--- config.mk ---
export PLATFORM = sky130hd
export DESIGN_NAME = uart_rx
export DESIGN_NICKNAME = d
export VERILOG_FILES = /design/src/rtl/uart_rx.sv
export SDC_FILE = /design/constraint.sdc
export NUM_CORES = 1
export LEC_CHECK = 0
export CAP_MARGIN = 20
export CORE_ASPECT_RATIO = 1.4
export CORE_MARGIN = 1
export CORE_UTILIZATION = 42
export CTS_BUF_LIST = sky130_fd_sc_hd__clkbuf_8
export CTS_CLUSTER_DIAMETER = 80
export DETAILED_ROUTE_END_ITERATION = 12
export GPL_TIMING_DRIVEN = 0
export PLACE_DENSITY = 0.69
export SYNTH_ARGS = -nofsm -noshare
export SYNTH_HDL_FRONTEND = slang
export SYNTH_SLANG_ARGS = --single-unit
--- constraint.sdc ---
create_clock -name clk_sys -period 1.8 [get_ports clk_sys]
set_input_delay 0.36 -clock clk_sys [delete_from_list [all_inputs] [get_ports clk_sys]]
set_output_delay 0.36 -clock clk_sys [all_outputs]
set_load 0.005 [all_outputs]
--- src/rtl/uart_rx.sv ---
`default_nettype none
// ============================================================================
//  Module   : uart_rx
//  Purpose  : 8-bit UART receiver, 16x oversampling, mid-bit sampling.
//             Default frame is 8N1. Defining UART_RX_PARITY_EN adds one
//             even-parity bit after the data bits.
//  Ports    : clk_sys    - system clock (single clock domain)
//             rst        - synchronous active-high reset
//             rxd        - asynchronous serial input, idle high
//             rx_data    - last good byte, held between strobes
//             rx_vld     - 1-cycle strobe, new rx_data
//             frame_err  - 1-cycle strobe, stop bit sampled low
//             parity_err - 1-cycle strobe, parity mismatch (0 without parity)
//  Params   : CLK_DIV    - clk_sys cycles per oversample tick (2..65535)
//  Revision : 1.0 - initial release
// ============================================================================
module uart_rx #(
  parameter int unsigned CLK_DIV = 27
) (
  input  logic       clk_sys,
  input  logic       rst,
  input  logic       rxd,
  output logic [7:0] rx_data,
  output logic       rx_vld,
  output logic       frame_err,
  output logic       parity_err
);

  localparam logic [15:0] c_div_last = 16'(CLK_DIV - 1);

  typedef enum logic [2:0] {
    IDLE    = 3'd0,
    START   = 3'd1,
    DATA    = 3'd2,
`ifdef UART_RX_PARITY_EN
    PARITY  = 3'd3,
`endif
    STOP    = 3'd4,
    WAIT_HI = 3'd5
  } state_t;

  state_t      r_state;
  logic        r_rxd_meta;
  logic        r_rxd_s;
  logic        r_rxd_prev;
  logic [1:0]  r_sync_vld;
  logic        r_armed;
  logic [15:0] r_div;
  logic [3:0]  r_tick_cnt;
  logic [2:0]  r_bit_cnt;
  logic [7:0]  r_shift;
`ifdef UART_RX_PARITY_EN
  logic        r_par_bad;
`endif

  logic w_tick;
  logic w_fall;
  logic w_mid_start;
  logic w_mid_bit;

  assign w_tick      = (r_div == c_div_last);
  // The synchronizer resets to 1, so a line that is low when reset releases
  // would otherwise look like a falling edge. Edges only count once the real
  // line level has propagated through and been seen high at least once.
  assign w_fall      = r_armed & r_rxd_prev & ~r_rxd_s;
  // Start bit: 8 ticks after the edge is its midpoint.
  assign w_mid_start = w_tick && (r_tick_cnt == 4'd7);
  // The tick count is re-zeroed at the start-bit midpoint, so each wrap of
  // the 16-tick count lands on the midpoint of the following bit.
  assign w_mid_bit   = w_tick && (r_tick_cnt == 4'd15);

`ifndef UART_RX_PARITY_EN
  assign parity_err = 1'b0;
`endif

  always_ff @(posedge clk_sys) begin
    if (rst) begin
      r_state    <= IDLE;
      r_rxd_meta <= 1'b1;
      r_rxd_s    <= 1'b1;
      r_rxd_prev <= 1'b1;
      r_sync_vld <= 2'b00;
      r_armed    <= 1'b0;
      r_div      <= 16'd0;
      r_tick_cnt <= 4'd0;
      r_bit_cnt  <= 3'd0;
      r_shift    <= 8'h00;
      rx_data    <= 8'h00;
      rx_vld     <= 1'b0;
      frame_err  <= 1'b0;
`ifdef UART_RX_PARITY_EN
      r_par_bad  <= 1'b0;
      parity_err <= 1'b0;
`endif
    end else begin
      r_rxd_meta <= rxd;
      r_rxd_s    <= r_rxd_meta;
      r_rxd_prev <= r_rxd_s;
      r_sync_vld <= {r_sync_vld[0], 1'b1};
      if (r_sync_vld[1] && r_rxd_s) begin
        r_armed <= 1'b1;
      end

      rx_vld    <= 1'b0;
      frame_err <= 1'b0;
`ifdef UART_RX_PARITY_EN
      parity_err <= 1'b0;
`endif

      // Divider and tick count sit at 0 in IDLE so a frame always starts
      // its timing from the detected edge.
      if (r_state == IDLE) begin
        r_div      <= 16'd0;
        r_tick_cnt <= 4'd0;
      end else begin
        r_div <= w_tick ? 16'd0 : r_div + 16'd1;
        if (w_tick) begin
          r_tick_cnt <= r_tick_cnt + 4'd1;
        end
      end

      case (r_state)
        IDLE: begin
          r_bit_cnt <= 3'd0;
          if (w_fall) begin
            r_state <= START;
          end
        end
        START: begin
          if (w_mid_start) begin
            if (r_rxd_s) begin
              r_state <= IDLE;
            end else begin
              r_tick_cnt <= 4'd0;
              r_state    <= DATA;
            end
          end
        end
        DATA: begin
          if (w_mid_bit) begin
            r_shift   <= {r_rxd_s, r_shift[7:1]};
            r_bit_cnt <= r_bit_cnt + 3'd1;
            if (r_bit_cnt == 3'd7) begin
`ifdef UART_RX_PARITY_EN
              r_state <= PARITY;
`else
              r_state <= STOP;
`endif
            end
          end
        end
`ifdef UART_RX_PARITY_EN
        PARITY: begin
          if (w_mid_bit) begin
            // Even parity: data bits plus parity bit must XOR to 0.
            r_par_bad <= ^{r_shift, r_rxd_s};
            r_state   <= STOP;
          end
        end
`endif
        STOP: begin
          if (w_mid_bit) begin
            if (r_rxd_s) begin
`ifdef UART_RX_PARITY_EN
              if (r_par_bad) begin
                parity_err <= 1'b1;
              end else begin
                rx_data <= r_shift;
                rx_vld  <= 1'b1;
              end
`else
              rx_data <= r_shift;
              rx_vld  <= 1'b1;
`endif
              r_state <= IDLE;
            end else begin
              // Bad stop bit wins over any parity result.
              frame_err <= 1'b1;
              r_state   <= WAIT_HI;
            end
          end
        end
        WAIT_HI: begin
          // A held-low (break) line gives a single frame_err.
          if (r_rxd_s) begin
            r_state <= IDLE;
          end
        end
        default: begin
          r_state <= IDLE;
        end
      endcase
    end
  end

endmodule
`default_nettype wire
Yosys cells after proc, flatten, opt, wreduce, memory -nomap -nowiden
Cells that the tools add are included.
- equal/unequal tests: 14
- reductions and logical operators: 11
- muxes and demuxes: 19
- add/sub/neg operators: 3
- bitwise logic cells: 5
- operator list (cell ; number):
    $mux W3 ; 8
    $mux W4 ; 5
    $add A16 B1 Y16 const B ; 1
    $eq A16 B5 Y1 const B ; 1
    $pmux W3 S5 ; 1
    $ne A2 B2 Y1 const B ; 6
    $eq A3 B3 Y1 const B ; 3
    $pmux W3 S2 ; 1
    $reduce_and A6 Y1 ; 1
    $reduce_or A3 Y1 ; 2
    $add A4 B1 Y4 const B ; 1
    $eq A4 B3 Y1 const B ; 1
    $eq A4 B4 Y1 const B ; 1
    $reduce_and A2 Y1 ; 2
    $add A3 B1 Y3 const B ; 1
    $eq A3 B1 Y1 const B ; 1
    $eq A3 B2 Y1 const B ; 1
    $logic_and A1 B1 Y1 ; 3
    $logic_not A3 Y1 ; 1
    $mux W1 ; 3
    $not A1 Y1 ; 3
    $reduce_and A3 Y1 ; 1
    $and A1 B1 Y1 ; 2
    $mux W2 ; 1
    $reduce_bool A2 Y1 ; 1
- word-level logic and storage cells: 66
- flip-flop bits (word level): 50
- input port bits: 3

Depth between registers and ports, before layout
- depth in word-level cells: 6
- gate-level depth with buffers: 8
- depth with buffers taken out: 6

Worst setup path before layout
Ideal clock, no wire load.
- path type: register to register
- start: reg r_tick_cnt[0]
- end: reg r_tick_cnt[0]
- cell stages (with the launch flop): 6
- path buffers: 0
- arrival time: 1.415 ns
- period minus slack after synthesis: 1.541 ns
- setup time: 0.126 ns
- path slack: 0.259 ns
- path through: dfxtp_1 ha_1 nand4bb_1 or4b_1 o21ai_0 nor2_1
- longest elaborated chain between the ends: 6
- elaborated cells on any way between the ends: 8
- those cells by class: add/sub: 1; eq/ne: 1; mux: 5; reduce/logical: 1
- RTL lines (element ; line ; RTL):
    start, declared ; 49 ; logic [3:0] r_tick_cnt;
    start signal, assigned ; 118 ; r_tick_cnt <= r_tick_cnt + 4'd1;
    $add A4 B1 Y4 ; 118 ;
    $mux W4 ; 117 ; if (w_tick) begin
    $mux W4 ; 112 ; if (r_state == IDLE) begin
    $mux W4 ; 131 ; if (r_rxd_s) begin
    $mux W4 ; 130 ; if (w_mid_start) begin
    $mux W4 (*) ; 122 ; case (r_state)
Mark *: on every way between the ends. The rest lies on a longest branch, timed or not.
A chain may end at the register's enable or synchronous reset.

Worst setup path after layout
- start: reg r_div[0]
- end: reg r_shift[5]
- longest elaborated chain between the ends: 3
- RTL lines (element ; line ; RTL):
    start, declared ; 48 ; logic [15:0] r_div;
    start signal, assigned ; 116 ; r_div <= w_tick ? 16'd0 : r_div + 16'd1;
    $eq A16 B5 Y1 ; 61 ; assign w_tick = (r_div == c_div_last);
    $logic_and A1 B1 Y1 ; 70 ; assign w_mid_bit = w_tick && (r_tick_cnt == 4'd15);
    $reduce_and A2 Y1 (no source line) ; - ;
    end signal, assigned ; 141 ; r_shift <= {r_rxd_s, r_shift[7:1]};
    end, declared ; 51 ; logic [7:0] r_shift;
Every way passes these cells.

==> flow_summary.yaml <==
status:
  status: "completed"
synthesis:
  synth_top_area_share_pct: 45.1
  yosysTopAreaCell: "dfxtp_1"
  syn_inst: 244
  synthFlopType: "dfxtp_1"
  async_reset_ff_share_pct: 0
  yosys_warnings: 0
  yosysUniqueCellTypes: 50
  synth.most_common_cell: "dfxtp_1"
  synth_nets: 252
  synth_edf_count: 0
  synth.avg_cell_area_um2: 9.09
  synth.area.top_cells: "dfxtp_1 (45%), mux2i_1 (5.0%), nand2_1 (4.2%)"
  synth_commonest_cells: "dfxtp_1 (50), nand2_1 (25), nor2_1 (23)"
  ys_seq_elements: 50
  yosysSeqAreaShare_pct: 45.1
  syn-cell-area_mm2: 0.00222
power_and_ir_drop:
  p_per_area_mw_per_mm2: 812
  power_frac_comb_pct: 10.0
  switching_share_pct: 24.5
  peakVddDrop_v: 0.000502
  p_clk_share_pct: 36.9
  power.share.sequential_pct: 53.0
  p_int_w: 0.00162
  p_sw_w: 0.000524
  p_leak_nw: 0.933
sta:
  fin_crit_sh_pct: 95.8
  slew_viol_final: 0
  setup_tns_ps: 0
  tightest_slew_ps: 516
  hold_violations: 0
  max-slew-margin-rel_pct: 65.4
  finClkSkew_ps: 6.75
  finalSetupViolCount: 0
  max_freq_mhz: 580
  fin_crit_ps: 1720
clocking:
  htree_levels: 2
  cts_sinks: 50
  cts.clk_slew.worst_paths_ps: 90
  root_buffer: "clkbuf_8"
  cts_tree: "built"
  cts_buffers: 5
  clock_path_buffers: 2
  clk_latency_ps: 300
worst_setup_path:
  worstSetupPathType: "flop to flop"
  cp_max_fo: 6
  r2r_cells: 8
  cp.arrival_ps: 1920
  startpoint_type: "flop"
  worstPathRequired_ps: 2000
  cp-end-kind: "flop"
floorplanning:
  fp.dieW_um: 63.4
  num_io_pins: 14
  fp.coreArea_mm2: 0.00495
  start_util_pct: 44.8
  die_y_um: 88.0
  row_count: 30
  die-area_mm2: 0.00558
job:
  drv_cap: 0
routing:
  drtAntennaViolNets: 0
  routed.top_layer: "met4"
  post-route-drc-count: 0
  wl_met3_um: 142
  vias: 1739
  drtIter0Drc: 150
  wl_met1_um: 1960
  route.met2.wl_um: 2280
  routedWlPerCell_um: 13.5
  drtPass1Iterations: 4
  routed_wl_um: 4440
  vias_per_cell: 5.29
placed_design:
  place_congestion: 0.872
  placed_area_mm2: 0.00242
  dp_hpwl_um: 3010
  portBuffers: 12
global_routing:
  antenna_found_initial: 0
  grt_pass1_vias: 1693
  grt_usage_pct: 17.2
  grt_pass1_wl_um: 7590
  grt_overflow: 0
  grt_max_degree: 16
layout:
  final_area_mm2: 0.00264
  area_growth_pct: 18.8
  fill_cells: 476
  insertedDiodeCount: 0
  fin_util_pct: 53.2
  drive_gt1_share_pct: 16.2
  nNetsFinal: 272
hold_path:
  holdCritPathClass: "flop to flop"
  hold_depth: 1
## final timing paths
kind | slack (ps) | endpoint | start
max | 80 | r_shift[5]$_SDFFE_PP0P_ | r_div[0]$_SDFF_PP0_
min | 430 | r_rxd_s$_SDFF_PP1_ | r_rxd_meta$_SDFF_PP1_
max reg2reg | 80 | r_shift[5]$_SDFFE_PP0P_ | r_div[0]$_SDFF_PP0_
min reg2reg | 430 | r_rxd_s$_SDFF_PP1_ | r_rxd_meta$_SDFF_PP1_
## critical path: stages, from the launching register on
cell,delay (ps)
dfxtp_2,330
inv_2,60
ha_4,110
nor4b_4,280
and4_1,260
buf_6,140
nand3_4,110
clkbuf_16,210
mux2i_1,110
## through the flow
step / setup WS (ps) / hold WS, ps / total power (W) / std cells
after floorplan: 259 / 389 / 0.00132 / 244
after global placement: -58.7 / 403 / 0.00136 / 320
after detailed placement: -55.2 / 408 / 0.00136 / 320
after CTS: 1.25 / 431 / 0.00214 / 327
after global routing: -1.83 / 458 / 0.00223 / 329
final: 75.8 / 427 / 0.00214 / 329
## power groups by stage
stage	clock, W	combinational [W]	sequential [W]
finish	0.000791	0.000214	0.00114
global route	0.000846	0.000245	0.00114
CTS	0.000801	0.000200	0.00114
detailed placement	0	0.000199	0.00116
global placement	0	0.000199	0.00116
floorplan	0	0.000156	0.00116
## layer usage
metal,vias to the layer above,GRT usage (%)
li1,891,-
met1,813,20.2
met2,28,30.5
met3,7,2.60
met4,0,8.06
met5,-,0
## layout by cell type (no fill, tap or decap), drive strengths merged, types with 10 or more instances in the layout
cell,instances
o21ai,14
dfxtp,50
clkbuf,10
nor2,23
buf,10
nand2,25
a21oi,15
nand3,16
mux2i,11
clkdlybuf4s50,12
## area by class of cell
class | count | area, um^2 | share of cell area (%)
inverter | 4 | 15.0 | 0.570
sequential | 50 | 1010 | 38.2
timing repair buffer | 15 | 160 | 6.07
clock buffer | 5 | 68.8 | 2.61
buffer | 12 | 81.3 | 3.08
multi-input combinational | 176 | 1180 | 44.9
tap | 64 | 80.1 | 3.04
clock inverter | 3 | 41.3 | 1.57
## cells by family (layout without fill, tap and decap cells)
family | count (synthesis) | in the layout | synth area share (%)
other cells | 1 | 1 | 0.169
compound gates | 38 | 38 | 10.2
fa+ha+maj | 5 | 5 | 2.82
xor+xnor | 13 | 13 | 5.13
flops | 50 | 50 | 45.1
mux | 11 | 11 | 4.96
buf+inv | 18 | 39 | 4.23
simple gates | 108 | 108 | 27.4
## sequential cells by signal, summed over array words and instances (netlist names)
signal	cells
r_state	3
r_rxd_meta	1
r_div	16
r_shift	8
r_sync_vld	2
r_bit_cnt	3
r_rxd_s	1
r_armed	1
r_tick_cnt	4
rx_vld	1
r_rxd_prev	1
frame_err	1
rx_data	8
## what timing repair did
action	4_1_cts	5_1_grt
endpoints found under the setup margin	18	33
resized for setup	2	22
endpoints found under the hold margin	0	0
gates cloned	0	1
setup buffers	0	2
pin swaps	0	4
hold buffers	0	0
Note: power is estimated with default switching activity, not from simulation.
